**config.mk**
```make
export PLATFORM = sky130hd
export DESIGN_NAME = sysarray_seq_ctrl
export DESIGN_NICKNAME = d
export VERILOG_FILES = /design/src/rtl/sysarray_pkg.sv /design/src/rtl/sysarray_row_buf.sv /design/src/rtl/sysarray_seq_ctrl.sv
export SDC_FILE = /design/constraint.sdc
export NUM_CORES = 2
export LEC_CHECK = 0
export BUFFER_PORTS_ARGS = -buffer_cell sky130_fd_sc_hd__clkbuf_2
export CORE_UTILIZATION = 35
export DETAILED_ROUTE_END_ITERATION = 16
export PLACE_DENSITY_LB_ADDON = 0.2
export SLEW_MARGIN = 20
export SYNTH_ARGS = -nofsm -noshare
export SYNTH_HDL_FRONTEND = slang
export SYNTH_SLANG_ARGS = --single-unit
```
**constraint.sdc**
```tcl
create_clock -name clk -period 39.1 [get_ports clk]
set_input_delay 3.91 -clock clk [delete_from_list [all_inputs] [get_ports clk]]
set_output_delay 3.91 -clock clk [all_outputs]
set_load 0.02 [all_outputs]
```
**src/rtl/sysarray_pkg.sv**
```systemverilog
// sysarray_pkg
// Shared constants and types for the sysarray sequencer slice.
//   N         : MSB index of one element (element width N+1)
//   n         : array dimension (rows per matrix, elements per row)
//   FLG_W     : width of the sysarray step index flg
//   LAST_STEP : final flg value of a run (3n-2)
//   ROW_W     : width of one packed row bus
//   PTR_W     : width of a row index into the operand buffers
package sysarray_pkg;

  localparam int N         = 31;
  localparam int n         = 5;
  localparam int FLG_W     = 7;
  localparam int LAST_STEP = 3*n - 2;
  localparam int ROW_W     = (N+1)*n;
  localparam int PTR_W     = (n > 1) ? $clog2(n) : 1;

  typedef enum logic [2:0] {
    IDLE,
    LOAD,
    READY,
    RUN,
    DONE
  } state_t;

endpackage

```
**src/rtl/sysarray_row_buf.sv**
```systemverilog
// sysarray_row_buf
// Small register file holding one operand matrix, one row per entry.
// Ports:
//   clk     in  clock; writes happen on the rising edge
//   wr_en   in  write strobe
//   wr_idx  in  row index to write
//   wr_data in  packed row to store
//   rd_idx  in  row index to read
//   rd_data out packed row at rd_idx (combinational)
// Contents are not reset; the sequencer never reads a row it has not written.
module sysarray_row_buf
  import sysarray_pkg::*;
#(
  parameter int DEPTH = n,
  parameter int WIDTH = ROW_W,
  parameter int IDX_W = PTR_W
) (
  input  logic             clk,
  input  logic             wr_en,
  input  logic [IDX_W-1:0] wr_idx,
  input  logic [WIDTH-1:0] wr_data,
  input  logic [IDX_W-1:0] rd_idx,
  output logic [WIDTH-1:0] rd_data
);

  logic [WIDTH-1:0] mem [DEPTH];

  always_ff @(posedge clk) begin
    if (wr_en && (int'(wr_idx) < DEPTH)) begin
      mem[wr_idx] <= wr_data;
    end
  end

  // Out-of-range indices can only arise for non-power-of-two depths; read zero.
  assign rd_data = (int'(rd_idx) < DEPTH) ? mem[rd_idx] : '0;

endmodule

```
**src/rtl/sysarray_seq_ctrl.sv**
```systemverilog
// sysarray_seq_ctrl
// Buffers an A/B operand matrix pair through a valid/ready load port, then on
// start drives sysarray's flg step counter and arr1/arr2 row buses.
// Ports:
//   clk       in  clock
//   rst_n     in  asynchronous active-low reset
//   in_valid  in  load row offered
//   in_ready  out controller can accept a load row (IDLE/LOAD)
//   in_row_a  in  packed A row
//   in_row_b  in  packed B row
//   start     in  run request, honoured only when loaded
//   busy      out high while running
//   loaded    out high while a full pair is buffered
//   done      out one-cycle pulse at end of run
//   flg       out step index to sysarray
//   arr1      out A row bus to sysarray
//   arr2      out B row bus to sysarray
module sysarray_seq_ctrl
  import sysarray_pkg::*;
(
  input  logic             clk,
  input  logic             rst_n,
  input  logic             in_valid,
  output logic             in_ready,
  input  logic [ROW_W-1:0] in_row_a,
  input  logic [ROW_W-1:0] in_row_b,
  input  logic             start,
  output logic             busy,
  output logic             loaded,
  output logic             done,
  output logic [FLG_W-1:0] flg,
  output logic [ROW_W-1:0] arr1,
  output logic [ROW_W-1:0] arr2
);

  state_t             state;
  state_t             state_nx;
  logic [PTR_W-1:0]   wr_ptr;
  logic [PTR_W-1:0]   wr_ptr_nx;
  logic [PTR_W-1:0]   rd_idx;
  logic [FLG_W-1:0]   flg_nx;
  logic [FLG_W-1:0]   flg_inc;
  logic [ROW_W-1:0]   arr1_nx;
  logic [ROW_W-1:0]   arr2_nx;
  logic [ROW_W-1:0]   row_a;
  logic [ROW_W-1:0]   row_b;
  logic               accept;
  logic               last_beat;
  logic               last_step;
  logic               step_in_rows;

  assign accept       = in_valid & in_ready;
  assign last_beat    = (wr_ptr == PTR_W'(n-1));
  assign flg_inc      = flg + FLG_W'(1);
  assign last_step    = (flg == FLG_W'(LAST_STEP));
  assign step_in_rows = (flg_inc < FLG_W'(n));

  // Outside RUN the read index sits at row 0, so the READY->RUN edge loads
  // row 0 directly; in RUN it looks one step ahead of the registered flg.
  always_comb begin
    rd_idx = '0;
    if (state == RUN && step_in_rows) begin
      rd_idx = flg_inc[PTR_W-1:0];
    end
  end

  sysarray_row_buf u_buf_a (
    .clk     (clk),
    .wr_en   (accept),
    .wr_idx  (wr_ptr),
    .wr_data (in_row_a),
    .rd_idx  (rd_idx),
    .rd_data (row_a)
  );

  sysarray_row_buf u_buf_b (
    .clk     (clk),
    .wr_en   (accept),
    .wr_idx  (wr_ptr),
    .wr_data (in_row_b),
    .rd_idx  (rd_idx),
    .rd_data (row_b)
  );

  // Next state plus next values of the registered outputs. Row buses and flg
  // default to zero, so they only carry data while entering or inside RUN.
  always_comb begin
    state_nx  = state;
    wr_ptr_nx = wr_ptr;
    flg_nx    = '0;
    arr1_nx   = '0;
    arr2_nx   = '0;

    if (accept) begin
      wr_ptr_nx = last_beat ? '0 : wr_ptr + PTR_W'(1);
    end

    case (state)
      IDLE: begin
        // With n=1 the first beat is also the last, going straight to READY.
        if (accept) begin
          state_nx = last_beat ? READY : LOAD;
        end
      end
      LOAD: begin
        if (accept && last_beat) begin
          state_nx = READY;
        end
      end
      READY: begin
        if (start) begin
          state_nx = RUN;
          arr1_nx  = row_a;
          arr2_nx  = row_b;
        end
      end
      RUN: begin
        if (last_step) begin
          state_nx = DONE;
        end else begin
          flg_nx = flg_inc;
          if (step_in_rows) begin
            arr1_nx = row_a;
            arr2_nx = row_b;
          end
        end
      end
      DONE: begin
        state_nx = IDLE;
      end
      default: begin
        state_nx = IDLE;
      end
    endcase
  end

  // Status outputs are decoded from the next state so they line up with the
  // registered state they describe.
  always_ff @(posedge clk or negedge rst_n) begin
    if (!rst_n) begin
      state    <= IDLE;
      wr_ptr   <= '0;
      flg      <= '0;
      arr1     <= '0;
      arr2     <= '0;
      in_ready <= 1'b0;
      busy     <= 1'b0;
      loaded   <= 1'b0;
      done     <= 1'b0;
    end else begin
      state    <= state_nx;
      wr_ptr   <= wr_ptr_nx;
      flg      <= flg_nx;
      arr1     <= arr1_nx;
      arr2     <= arr2_nx;
      in_ready <= (state_nx == IDLE) || (state_nx == LOAD);
      busy     <= (state_nx == RUN);
      loaded   <= (state_nx == READY);
      done     <= (state_nx == DONE);
    end
  end

endmodule

```
==> flow_metrics.tcl <==
set metrics [dict create \
    drv_cap 0 \
    vias_per_cell 5.40 \
    fp.dieH_um 466 \
    drt_wl_total_um 206000 \
    cts.sinks 1937 \
    postCtsHoldBufs 0 \
    start_kind "input port" \
    async_flop_share_pct 17.4 \
    switchingPower_mw 2.39 \
    layout_commonest_cell "edfxtp_1" \
    grt_pass1_wl_um 305000 \
    grt_pass1_vias 45300 \
    startpoint "in_valid" \
    cts_buffers 205 \
    yosysWarnings 0 \
    core-area_um2 213000 \
    start_util_pct 35.4 \
    synthTopCellsByArea "edfxtp_1, dfrtp_1, o21ai_0" \
    ioPinCount 655 \
    max_freq_ghz 0.139 \
    finalWeightedCongestion 0.771 \
    layout-drive-gt1-share_pct 18.4 \
    post-route-period-util_pct 18.4 \
    grt_start_max_net_pins 235 \
    tightest_slew_ps 1260 \
    post-cts-setup-buffers 0 \
    p_seq_share_pct 39.1 \
    crit_path_end_kind "register" \
    final-hold-violation-count 0 \
    synth_top_cell_by_area "edfxtp_1" \
    pre_cts_ws_ps 30870 \
    multi_input_area_um2 16900 \
    clock_path_buffers 3 \
    critPathRequiredTime_ps 39570 \
    dieArea_um2 217000 \
    synth_flop_cell "edfxtp_1" \
    drt_iter0_markers 3622 \
    clockRootBuffer "clkbuf_16" \
    clk_latency_ps 860 \
    synth_edf_count 1600 \
    syn_area_um2 75200 \
    timing.setup.tns_ps 0 \
    synthToLayoutAreaGrowth_pct 16.8 \
    grt_usage_pct 18.6 \
    seq_area_frac_synth_pct 75.1 \
    final_cells 8530 \
    final_util_pct 41.3 \
    ant_nets 0 \
    setup_viol 0 \
    grt_overflow 0 \
    cp_data_arrival_time_ps 7670 \
    final_area_um2 87800 \
    timing.hold.ws_ps 442 \
    post-place-cells 8129 \
    p_leak_nw 29.6 \
    clockPowerShare_pct 28.8 \
    fin_ws_ps 31900 \
    cp_max_fo 108 \
    final_cell_mix "edfxtp_1, o21ai_0, clkbuf_2" \
    placed_area_um2 81100 \
    avgRoutedWirePerCell_um 24.1 \
    first_pass_iters 5 \
    fin_crit_ps 7200 \
    tritoncts "built" \
    ir_drop_mv 0.0886 \
    clk_pin_slew_ps 60 \
    rsz0062_at_grt "false" \
    io_buffers 654 \
    nNetsFinal 5844 \
    rows 169 \
    dp_hpwl_um 113000 \
    status "completed" \
    synth_top_area_share_pct 63.9 \
    totalPowerFinal_mw 6.69 \
    synth_cell_types 38 \
    clock_skew_ps 39.1 \
    ys_ff_latch 1937 \
    syn_area_per_cell_um2 15.0 \
    relSlewSlack_pct 16.0 \
    hp-class "register to register" \
    drc 0 \
    cts_resized 0 \
    switching_share_pct 35.8 \
    p_comb_share_pct 32.1 \
    min-delay-start "u_buf_a.mem[4][41]" \
    antenna_found_initial 41 \
    crit-reg2reg-launch "flg[0]" \
    via_count 46100 \
    htree_levels 4 \
    path_class "input port to register" \
    die_x_um 466 \
    syn_nets 5358 \
    intPower_mw 4.29 \
    netlist_instances 5030 \
    seq_area_um2 56500 \
    fillers 19500 \
    p_per_area_nw_per_um2 76.1 \
    finalMaxSlewViolations 0 \
]
state kept, by name, summed over array words and instances (netlist names):
register,cells
loaded,1
arr2,160
busy,1
done,1
arr1,160
state,3
u_buf_b.mem,800
in_ready,1
u_buf_a.mem,800
flg,7
wr_ptr,3
layout make-up:
type | count | share of cell area (%)
Timing Repair Buffer | 742 | 4.69
Tap cell | 2821 | 4.02
Multi-Input combinational cell | 2626 | 19.3
Inverter | 4 | 0.0171
Antenna cell | 10 | 0.0285
Clock inverter | 80 | 1.03
Clock buffer | 310 | 6.60
Sequential cell | 1937 | 64.3
cells in the mapped netlist, types with 3 or more instances:
cell type and count:
a21oi_1 3, dfrtp_1 337, nand3_1 5, xor2_1 4, o21ai_1 57, a211oi_1 320
nor3b_1 4, inv_1 4, a32o_1 320, edfxtp_1 1600, clkbuf_1 382, nor2_1 12
nor2b_1 641, ha_1 4, nor4_1 326, o21ai_0 904, buf_2 78, nand2_1 4
path summary, 6_finish.rpt:
kind                                          end  depth (start not counted)  slack [ps]
min in group asynchronous               arr2[133]                          1        3060
worst min-delay path                     arr1[41]                          1         440
max in group asynchronous               arr1[105]                          3       34130
worst max-delay path            u_buf_b.mem[0][8]                          7       31900
worst min register to register           arr1[41]                          1         440
worst max register to register          arr1[113]                         12       31920
power groups by stage:
stage,Combinational (mW),Clock (mW),Sequential (mW)
after floorplan,1.36,0,2.88
after global placement,2.15,0,2.65
after detailed placement,2.17,0,2.65
after CTS,2.18,1.97,2.61
after global routing,2.37,2.05,2.63
final,2.15,1.93,2.61
critical path, cell delays in order:
cell	delay (ps)
clkbuf_2	140
nand2_1	250
nor4_2	370
buf_12	530
buf_4	790
buf_4	760
buf_4	680
per-layer routing:
layer	part of all wire [%]	GRT usage, %
met4	2.4	5.39
met3	6.8	4.65
met5	0.15	0
met1	43	25.0
met2	47	29.6
cells by family after synthesis:
kind of cell / Yosys count / synth area share (%)
DFF: 1937 / 75.1
AOI/OAI and AO/OA: 1611 / 14.0
and+or+nand+nor: 1005 / 8.32
buffers and inverters: 467 / 2.48
xor gates and xnor gates: 5 / 0.0582
adders and majority gates: 4 / 0.0666
muxes: 1 / 0.0150
No activity file was read; power rests on OpenSTA's default activity.
